[config.mk]
export PLATFORM = sky130hd
export DESIGN_NAME = ldr_mem_responder
export DESIGN_NICKNAME = d
export VERILOG_FILES = /design/src/rtl/ldr_mem_responder.sv
export SDC_FILE = /design/constraint.sdc
export NUM_CORES = 1
export LEC_CHECK = 0
export CORE_UTILIZATION = 40
export DETAILED_ROUTE_END_ITERATION = 7
export REMOVE_ABC_BUFFERS = 1
export SLEW_MARGIN = 20
export SYNTH_ARGS = -nofsm -noshare
export SYNTH_HDL_FRONTEND = slang
export SYNTH_SLANG_ARGS = --single-unit
[constraint.sdc]
create_clock -name sysclk -period 4.3 [get_ports sysclk]
set_input_delay 0.43 -clock sysclk [delete_from_list [all_inputs] [get_ports sysclk]]
set_output_delay 0.43 -clock sysclk [all_outputs]
set_load 0.03 [all_outputs]
[src/rtl/ldr_mem_responder.sv]
// ldr_mem_responder: packs loader byte writes into big-endian 16-bit SDRAM word writes
// and returns the 4-phase ldr_ack handshake to the HPS loader.
module ldr_mem_responder #(
    parameter int LAW = 20,
    parameter int MAW = 23,
    parameter logic [MAW-1:0] BASE = 23'h7F0000
) (
    input  logic           sysclk,
    input  logic           rstn,
    input  logic [LAW-1:0] ldr_addr,
    input  logic [7:0]     ldr_wdat,
    input  logic           ldr_aen,
    input  logic           ldr_wr,
    output logic           ldr_ack,
    output logic           mem_req,
    output logic [MAW-1:0] mem_addr,
    output logic [15:0]    mem_wdat,
    output logic [1:0]     mem_be,
    input  logic           mem_ack,
    output logic           busy,
    output logic [19:0]    wcount
);
    typedef enum logic [2:0] {IDLE, EVAL, MEMW, FLUSHW, ACK, DROP} state_t;
    state_t state, state_n;
    logic [LAW-2:0] a_wa, a_wa_n, pwa, pwa_n;
    logic [7:0] a_dat, a_dat_n, hi, hi_n;
    logic a_odd, a_odd_n, pend, pend_n, aen_q, fl_idle, fl_idle_n;
    logic ack_n, req_n, match;
    logic [MAW-1:0] addr_n;
    logic [15:0] wdat_n;
    logic [1:0] be_n;
    logic [19:0] wcount_n;

    function automatic logic [MAW-1:0] wmap(input logic [LAW-2:0] wa);
        return BASE + MAW'(wa);
    endfunction

    assign match = pend && (pwa == a_wa);
    assign busy = (state != IDLE) || pend;

    always_comb begin
        state_n = state;
        a_wa_n = a_wa;
        a_odd_n = a_odd;
        a_dat_n = a_dat;
        pend_n = pend;
        hi_n = hi;
        pwa_n = pwa;
        fl_idle_n = fl_idle;
        ack_n = ldr_ack;
        req_n = mem_req;
        addr_n = mem_addr;
        wdat_n = mem_wdat;
        be_n = mem_be;
        wcount_n = wcount;
        case (state)
            IDLE: begin
                // a pending high byte left behind when the download window closed
                if (pend && !aen_q) begin
                    req_n = 1'b1;
                    addr_n = wmap(pwa);
                    wdat_n = {hi, 8'h00};
                    be_n = 2'b10;
                    fl_idle_n = 1'b1;
                    state_n = FLUSHW;
                end else if (ldr_aen && ldr_wr) begin
                    a_wa_n = ldr_addr[LAW-1:1];
                    a_odd_n = ldr_addr[0];
                    a_dat_n = ldr_wdat;
                    state_n = EVAL;
                end
            end
            EVAL: begin
                if (pend && !match) begin
                    req_n = 1'b1;
                    addr_n = wmap(pwa);
                    wdat_n = {hi, 8'h00};
                    be_n = 2'b10;
                    state_n = FLUSHW;
                end else if (!a_odd) begin
                    hi_n = a_dat;
                    pend_n = 1'b1;
                    pwa_n = a_wa;
                    state_n = ACK;
                end else begin
                    req_n = 1'b1;
                    addr_n = wmap(a_wa);
                    wdat_n = {match ? hi : 8'h00, a_dat};
                    be_n = {match, 1'b1};
                    pend_n = 1'b0;
                    state_n = MEMW;
                end
            end
            MEMW: begin
                if (mem_ack) begin
                    req_n = 1'b0;
                    wcount_n = wcount + 20'd1;
                    state_n = ACK;
                end
            end
            FLUSHW: begin
                // after a flush, re-evaluate the held byte with pend now clear
                if (mem_ack) begin
                    req_n = 1'b0;
                    wcount_n = wcount + 20'd1;
                    pend_n = 1'b0;
                    fl_idle_n = 1'b0;
                    state_n = fl_idle ? IDLE : EVAL;
                end
            end
            ACK: begin
                ack_n = 1'b1;
                state_n = DROP;
            end
            DROP: begin
                if (!ldr_wr) begin
                    ack_n = 1'b0;
                    state_n = IDLE;
                end
            end
            default: state_n = IDLE;
        endcase
    end

    always_ff @(posedge sysclk or negedge rstn) begin
        if (!rstn) begin
            state <= IDLE;
            a_wa <= '0;
            a_odd <= 1'b0;
            a_dat <= '0;
            pend <= 1'b0;
            hi <= '0;
            pwa <= '0;
            aen_q <= 1'b0;
            fl_idle <= 1'b0;
            ldr_ack <= 1'b0;
            mem_req <= 1'b0;
            mem_addr <= '0;
            mem_wdat <= '0;
            mem_be <= '0;
            wcount <= '0;
        end else begin
            state <= state_n;
            a_wa <= a_wa_n;
            a_odd <= a_odd_n;
            a_dat <= a_dat_n;
            pend <= pend_n;
            hi <= hi_n;
            pwa <= pwa_n;
            aen_q <= ldr_aen;
            fl_idle <= fl_idle_n;
            ldr_ack <= ack_n;
            mem_req <= req_n;
            mem_addr <= addr_n;
            mem_wdat <= wdat_n;
            mem_be <= be_n;
            wcount <= wcount_n;
        end
    end
endmodule

### Yosys cells after proc, flatten, opt, wreduce, memory -nomap -nowiden

Index checks and enable logic that the tools add are counted.

| word-level totals | value |
|---|---|
| bits in read-only memories | 0 |
| logic and storage cells | 92 |
| memories | 0 |
| memory bits (writable) | 0 |
| bits in latches | 0 |
| output and inout port bits | 64 |
| register bits | 124 |

| operators by class | value |
|---|---|
| magnitude comparators | 0 |
| reduce and logical (&&, ||, !) cells | 24 |
| add/sub/neg operators | 3 |
| shifts and indexed selects | 0 |
| multipliers | 0 |
| div/mod/pow operators | 0 |
| multiplexer cells | 33 |
| equality and inequality tests | 14 |
| bitwise operators | 3 |

Operator list:

| operator | count |
|---|---|
| $mux 23 | 3 |
| $mux 16 | 3 |
| $pmux 23 s2 | 1 |
| $add 17x20->21 const A | 2 |
| $pmux 16 s2 | 1 |
| $mux 3 | 7 |
| $add 20x1->20 const B | 1 |
| $eq 19x19->1 | 1 |
| $pmux 3 s6 | 1 |
| $reduce_and 3->1 | 5 |
| $ne 2x2->1 const B | 5 |
| $mux 1 | 8 |
| $mux 8 | 1 |
| $reduce_and 4->1 | 2 |
| $reduce_bool 2->1 | 4 |
| $eq 3x2->1 const B | 2 |
| $eq 3x3->1 const B | 2 |
| $mux 2 | 3 |
| $ne 3x3->1 const B | 2 |
| $pmux 1 s2 | 3 |
| $reduce_bool 3->1 | 2 |
| $logic_and 1x1->1 | 4 |
| $pmux 2 s2 | 1 |
| $reduce_and 2->1 | 2 |
| other kinds (8) | 11 |

### Logic depth before layout (Yosys ltp)

| depth | value |
|---|---|
| word-level depth | 6 |
| gate-level depth with buffers | 8 |
| depth with buffers taken out | 7 |

### Least setup slack after synthesis

No wires, ideal clock.

| path | value |
|---|---|
| path type | register to register |
| from | register state[2] |
| to | register a_dat[5] |
| required time | 4.175 ns |
| arrival time | 1.824 ns |
| setup time | 0.125 ns |
| path slack | 2.352 ns |
| cell stages (with the launch flop) | 7 |
| cell sequence | dfrtp_1 buf_2 nor4_1 and3_1 buf_4 buf_2 mux2_2 |

| on the way | value |
|---|---|
| longest elaborated chain between the ends | 2 |

Ends and longest elaborated chain:

| element | line | source |
|---|---|---|
| from (decl) | 24 | `state_t state, state_n;` |
| from (signal assigned) | 143 | `state <= state_n;` |
| $logic_not 3->1 | 56 | `case (state)` |
| $reduce_and 3->1 (no source line) | -- |  |
| to (signal assigned) | 146 | `a_dat <= a_dat_n;` |
| to (decl) | 26 | `logic [7:0] a_dat, a_dat_n, hi, hi_n;` |

No other way between the ends.
A chain may end at the register's enable or synchronous reset.

### Worst setup path in the final report

| path | value |
|---|---|
| from | register a_wa[5] |
| to | register mem_addr[2] |

| on the way | value |
|---|---|
| longest elaborated chain between the ends | 6 |

Ends and longest elaborated chain:

| element | line | source |
|---|---|---|
| from (decl) | 25 | `logic [LAW-2:0] a_wa, a_wa_n, pwa, pwa_n;` |
| from (signal assigned) | 144 | `a_wa <= a_wa_n;` |
| $eq 19x19->1 (*) | 38 | `assign match = pend && (pwa == a_wa);` |
| $logic_and 1x1->1 (*) | 38 |  |
| $logic_not 1->1 (*) | 74 | `if (pend && !match) begin` |
| $logic_and 1x1->1 (*) | 74 |  |
| $ne 3x3->1 (no source line) / $mux 23 (equally long branches) | -- |  |
| $reduce_and 3->1 (no source line) / $pmux 23 s2 (equally long branches) | -- |  |
| to (signal assigned) | 154 | `mem_addr <= addr_n;` |
| to (decl) | 16 | `output logic [MAW-1:0] mem_addr,` |

Every way passes the cells marked *; elsewhere a longest branch is shown, timed or not.

==> impl_metrics.py <==
metrics = {
    "clock_network": {
        "clock-root-buffer": "clkbuf_16",
        "cts_tree": "done",
        "clk_pin_slew_ns": 0.05,
        "worstSkewPairLatency_ns": 0.41,
        "cts_inserted_buffers": 17,
        "clkSinkCount": 122,
        "holdBufCountCts": 0,
        "cts.path.max_buffers": 2,
        "cts_setup_buffers": 0,
        "cts_max_level": 4,
        "cts_resized": 0,
    },
    "synthesis": {
        "ys_seq_area_share_pct": 56.78,
        "synth_flop_cell": "dfrtp_1",
        "ys_top_cells_by_area": "dfrtp_1 (57%), o21ai_0 (7.3%), nand2_1 (4.8%)",
        "synth_warnings": 0,
        "yosys.area.top_type": "dfrtp_1",
        "synth_cells": 518,
        "synth_edf_count": 0,
        "syn_area_per_cell_um2": 10.38,
        "async_reset_ff_share_pct": 100.0,
        "synth_cell_types": 44,
        "synth_top_area_share_pct": 56.78,
        "syn_area_um2": 5376,
        "synth-seq-cells": 122,
    },
    "power": {
        "power-per-cell-area_nw_per_um2": 804.6,
        "p_leak_nw": 3.193,
        "vdd_drop_max_uv": 420.4,
    },
    "final_layout": {
        "areaGrowthSynthToFinish_pct": 31.60,
        "antenna_cells": 0,
        "fin_nets": 648,
        "fill_cells": 1145,
        "final_cells": 795,
        "drive_gt1_share_pct": 10.11,
    },
    "place": {
        "dpl_worst_slack_ns": 1.490,
        "dp_hpwl_mm": 7.854,
        "routabilityCongestion": 0.8030,
        "numPortBuffers": 96,
        "placed_cells": 763,
    },
    "routing": {
        "drt_iter0_markers": 255,
        "wl_met3_um": 488,
        "drc": 0,
        "wl_per_cell_um": 15.33,
        "ant_nets": 0,
        "routed_wirelength_mm": 12.19,
        "m1WireLength_mm": 5.536,
        "drt_pass1_iterations": 5,
        "wl_met2_mm": 6.041,
        "num_vias": 4007,
        "dr.max_layer_used": "met4",
        "viasPerCell": 5.040,
    },
    "floorplan": {
        "row_count": 41,
        "start_util_pct": 41.75,
        "fp.dieArea_um2": 13910,
        "core_um2": 12880,
        "ios": 97,
        "die_h_um": 117.9,
        "die_x_um": 117.9,
    },
    "critical_path": {
        "critical_path.max_fanout": 21,
        "cp.arrival_ns": 3.05,
        "timing.rr.start": "a_wa[5]",
        "crit_family": "simple AND/OR/NAND/NOR gates",
        "path_cells": "xor2_1, nor4_1, nand3_1, o22ai_2, buf_4, and2_1, a222oi_1",
        "required_ns": 4.52,
        "cpPeakStageDelay_ns": 0.78,
        "reg2reg_depth": 7,
        "crit_slowest_cell": "and2_1",
        "cp-end-kind": "register",
        "timing.rr.end": "mem_addr[2]",
        "r2r_setup_slack_ns": 1.47,
        "crit_type": "reg2reg",
        "path_buf_inv": 1,
        "start_kind": "register",
    },
    "timing": {
        "period_share_pct": 65.92,
        "max_clock_freq_ghz": 0.3528,
        "hold_violations": 0,
        "setup_viol": 0,
        "grt_setup_unrepaired": "false",
        "slew_headroom_pct": 36.60,
        "clock_skew_ns": 0.008030,
        "slew_viol_final": 0,
        "min_period_ns": 2.834,
        "fin_tns_setup_ns": 0,
        "finalWorstSetupSlack_ns": 1.466,
        "worstMarginPinSlew_ns": 0.9500,
    },
    "min_path": {
        "hp-class": "in2async",
    },
    "grt": {
        "grt_start_max_net_pins": 68,
        "grtUsageTotal_pct": 18.97,
        "grt-ovfl-total": 0,
        "grt_pass1_wl_mm": 20.58,
        "grt_pass1_vias": 4101,
        "antenna_found_initial": 0,
    },
    "outcome": {
        "status": "finished, final reports clean",
    },
    "job": {
        "cap_violations": 0,
    },
}
[worst max-delay path by stage]
stage	start	to	slack (ns)	cells past startpoint
3_5_place_dp	a_wa[5]	mem_addr[4]	1.49	7
4_1_cts	a_wa[8]	mem_addr[4]	1.43	7
3_3_place_gp	a_wa[5]	mem_addr[21]	1.55	7
5_1_grt	a_wa[5]	mem_addr[3]	1.18	7
6_report	a_wa[5]	mem_addr[2]	1.47	7
2_1_floorplan	state[0]	mem_be[1]	0.73	6
[worst register-to-register path, delay by kind of cell, from the launching register on]
family | cells | cell delay, ns
XOR/XNOR | 1 | 0.16
AO/OA/AOI/OAI | 2 | 0.45
flip-flops | 1 | 0.40
AND/OR/NAND/NOR | 3 | 1.40
buffers and inverters | 1 | 0.23
[cell families after synthesis]
logic type / synth area share (%)
DFF: 56.78
xor gates and xnor gates: 6.190
adders and majority gates: 1.164
and+or+nand+nor: 11.29
muxes: 3.770
AOI/OAI and AO/OA: 13.22
buffers and inverters: 7.586
[stage by stage]
stage / total power, W / area [µm²] / util [%] / hold WS [ns]
final: 0.005693 / 7076 / 54.95 / 0.1094
after global routing: 0.006060 / 7076 / 54.95 / 0.1769
after CTS: 0.005745 / 7076 / 54.95 / 0.1407
after detailed placement: 0.004213 / 6447 / 50.07 / 0.4624
after global placement: 0.004161 / 6447 / 50.07 / 0.4590
after floorplan: 0.003342 / 5224 / - / 0.1344
[synthesized netlist by cell type (2+ instances only)]
master and instances:
o21ai_0 78, mux2_2 17, nor4b_1 2, xnor2_1 14, inv_1 68, o22ai_1 2
nor3_1 5, nand4_1 4, and3_1 5, a221o_1 2, nor4_1 4, ha_1 5
nand2b_1 4, clkbuf_1 6, nor4_2 3, nand3_1 11, buf_2 14, a222oi_1 18
xor2_1 24, a21o_1 2, a21oi_1 2, a31oi_1 2, nand2_1 69, or3_1 2
nor2_1 10, buf_4 6, dfrtp_1 122
[sequential cells by signal, summed over array words and instances, names as in the netlist]
| name | flops |
|---|---|
| mem_addr | 21 |
| wcount | 20 |
| a_wa | 19 |
| pwa | 19 |
| mem_wdat | 16 |
| a_dat | 8 |
| hi | 8 |
| state | 3 |
| mem_be | 2 |
| a_odd | 1 |
| aen_q | 1 |
| fl_idle | 1 |
| ldr_ack | 1 |
| mem_req | 1 |
| pend | 1 |
[power by group]
part / internal [W] / switching (W) / total, W
combinational: 0.000898 / 0.00128 / 0.00218
clock: 0.000996 / 0.000504 / 0.00150
sequential: 0.00164 / 0.000378 / 0.00201
[cells in the final DEF (no fill, tap or decap), drive strengths merged, types with 3 or more instances in the layout]
cell type / count
dfrtp: 122
clkdlybuf4s50: 95
o21ai: 79
nand2: 69
inv: 68
xor2: 24
clkbuf: 20
a222oi: 18
mux2: 18
xnor2: 14
nand3: 11
nor2: 11
nor4: 7
buf: 6
nor3: 5
ha: 5
and3: 5
clkinv: 5
nand4: 4
nand2b: 4
bufinv: 4
clkinvlp: 3
o22ai: 3
[area by class of cell]
cell class / instances / area [µm²] / area share, %
Clock inverter: 12 / 171.4 / 2.423
Clock buffer: 20 / 456.7 / 6.454
Tap cell: 172 / 215.2 / 3.042
Sequential cell: 122 / 3053 / 43.15
Inverter: 68 / 255.2 / 3.607
Timing Repair Buffer: 101 / 996.0 / 14.08
Multi-Input combinational cell: 300 / 1928 / 27.25
[per-layer routing]
layer / GRT usage (%) / vias up
met4: 6.410 / 0
li1: - / 1934
met5: 0 / -
met1: 24.23 / 1972
met2: 31.03 / 95
met3: 5.087 / 6
Power figures use the tool's default switching activity.
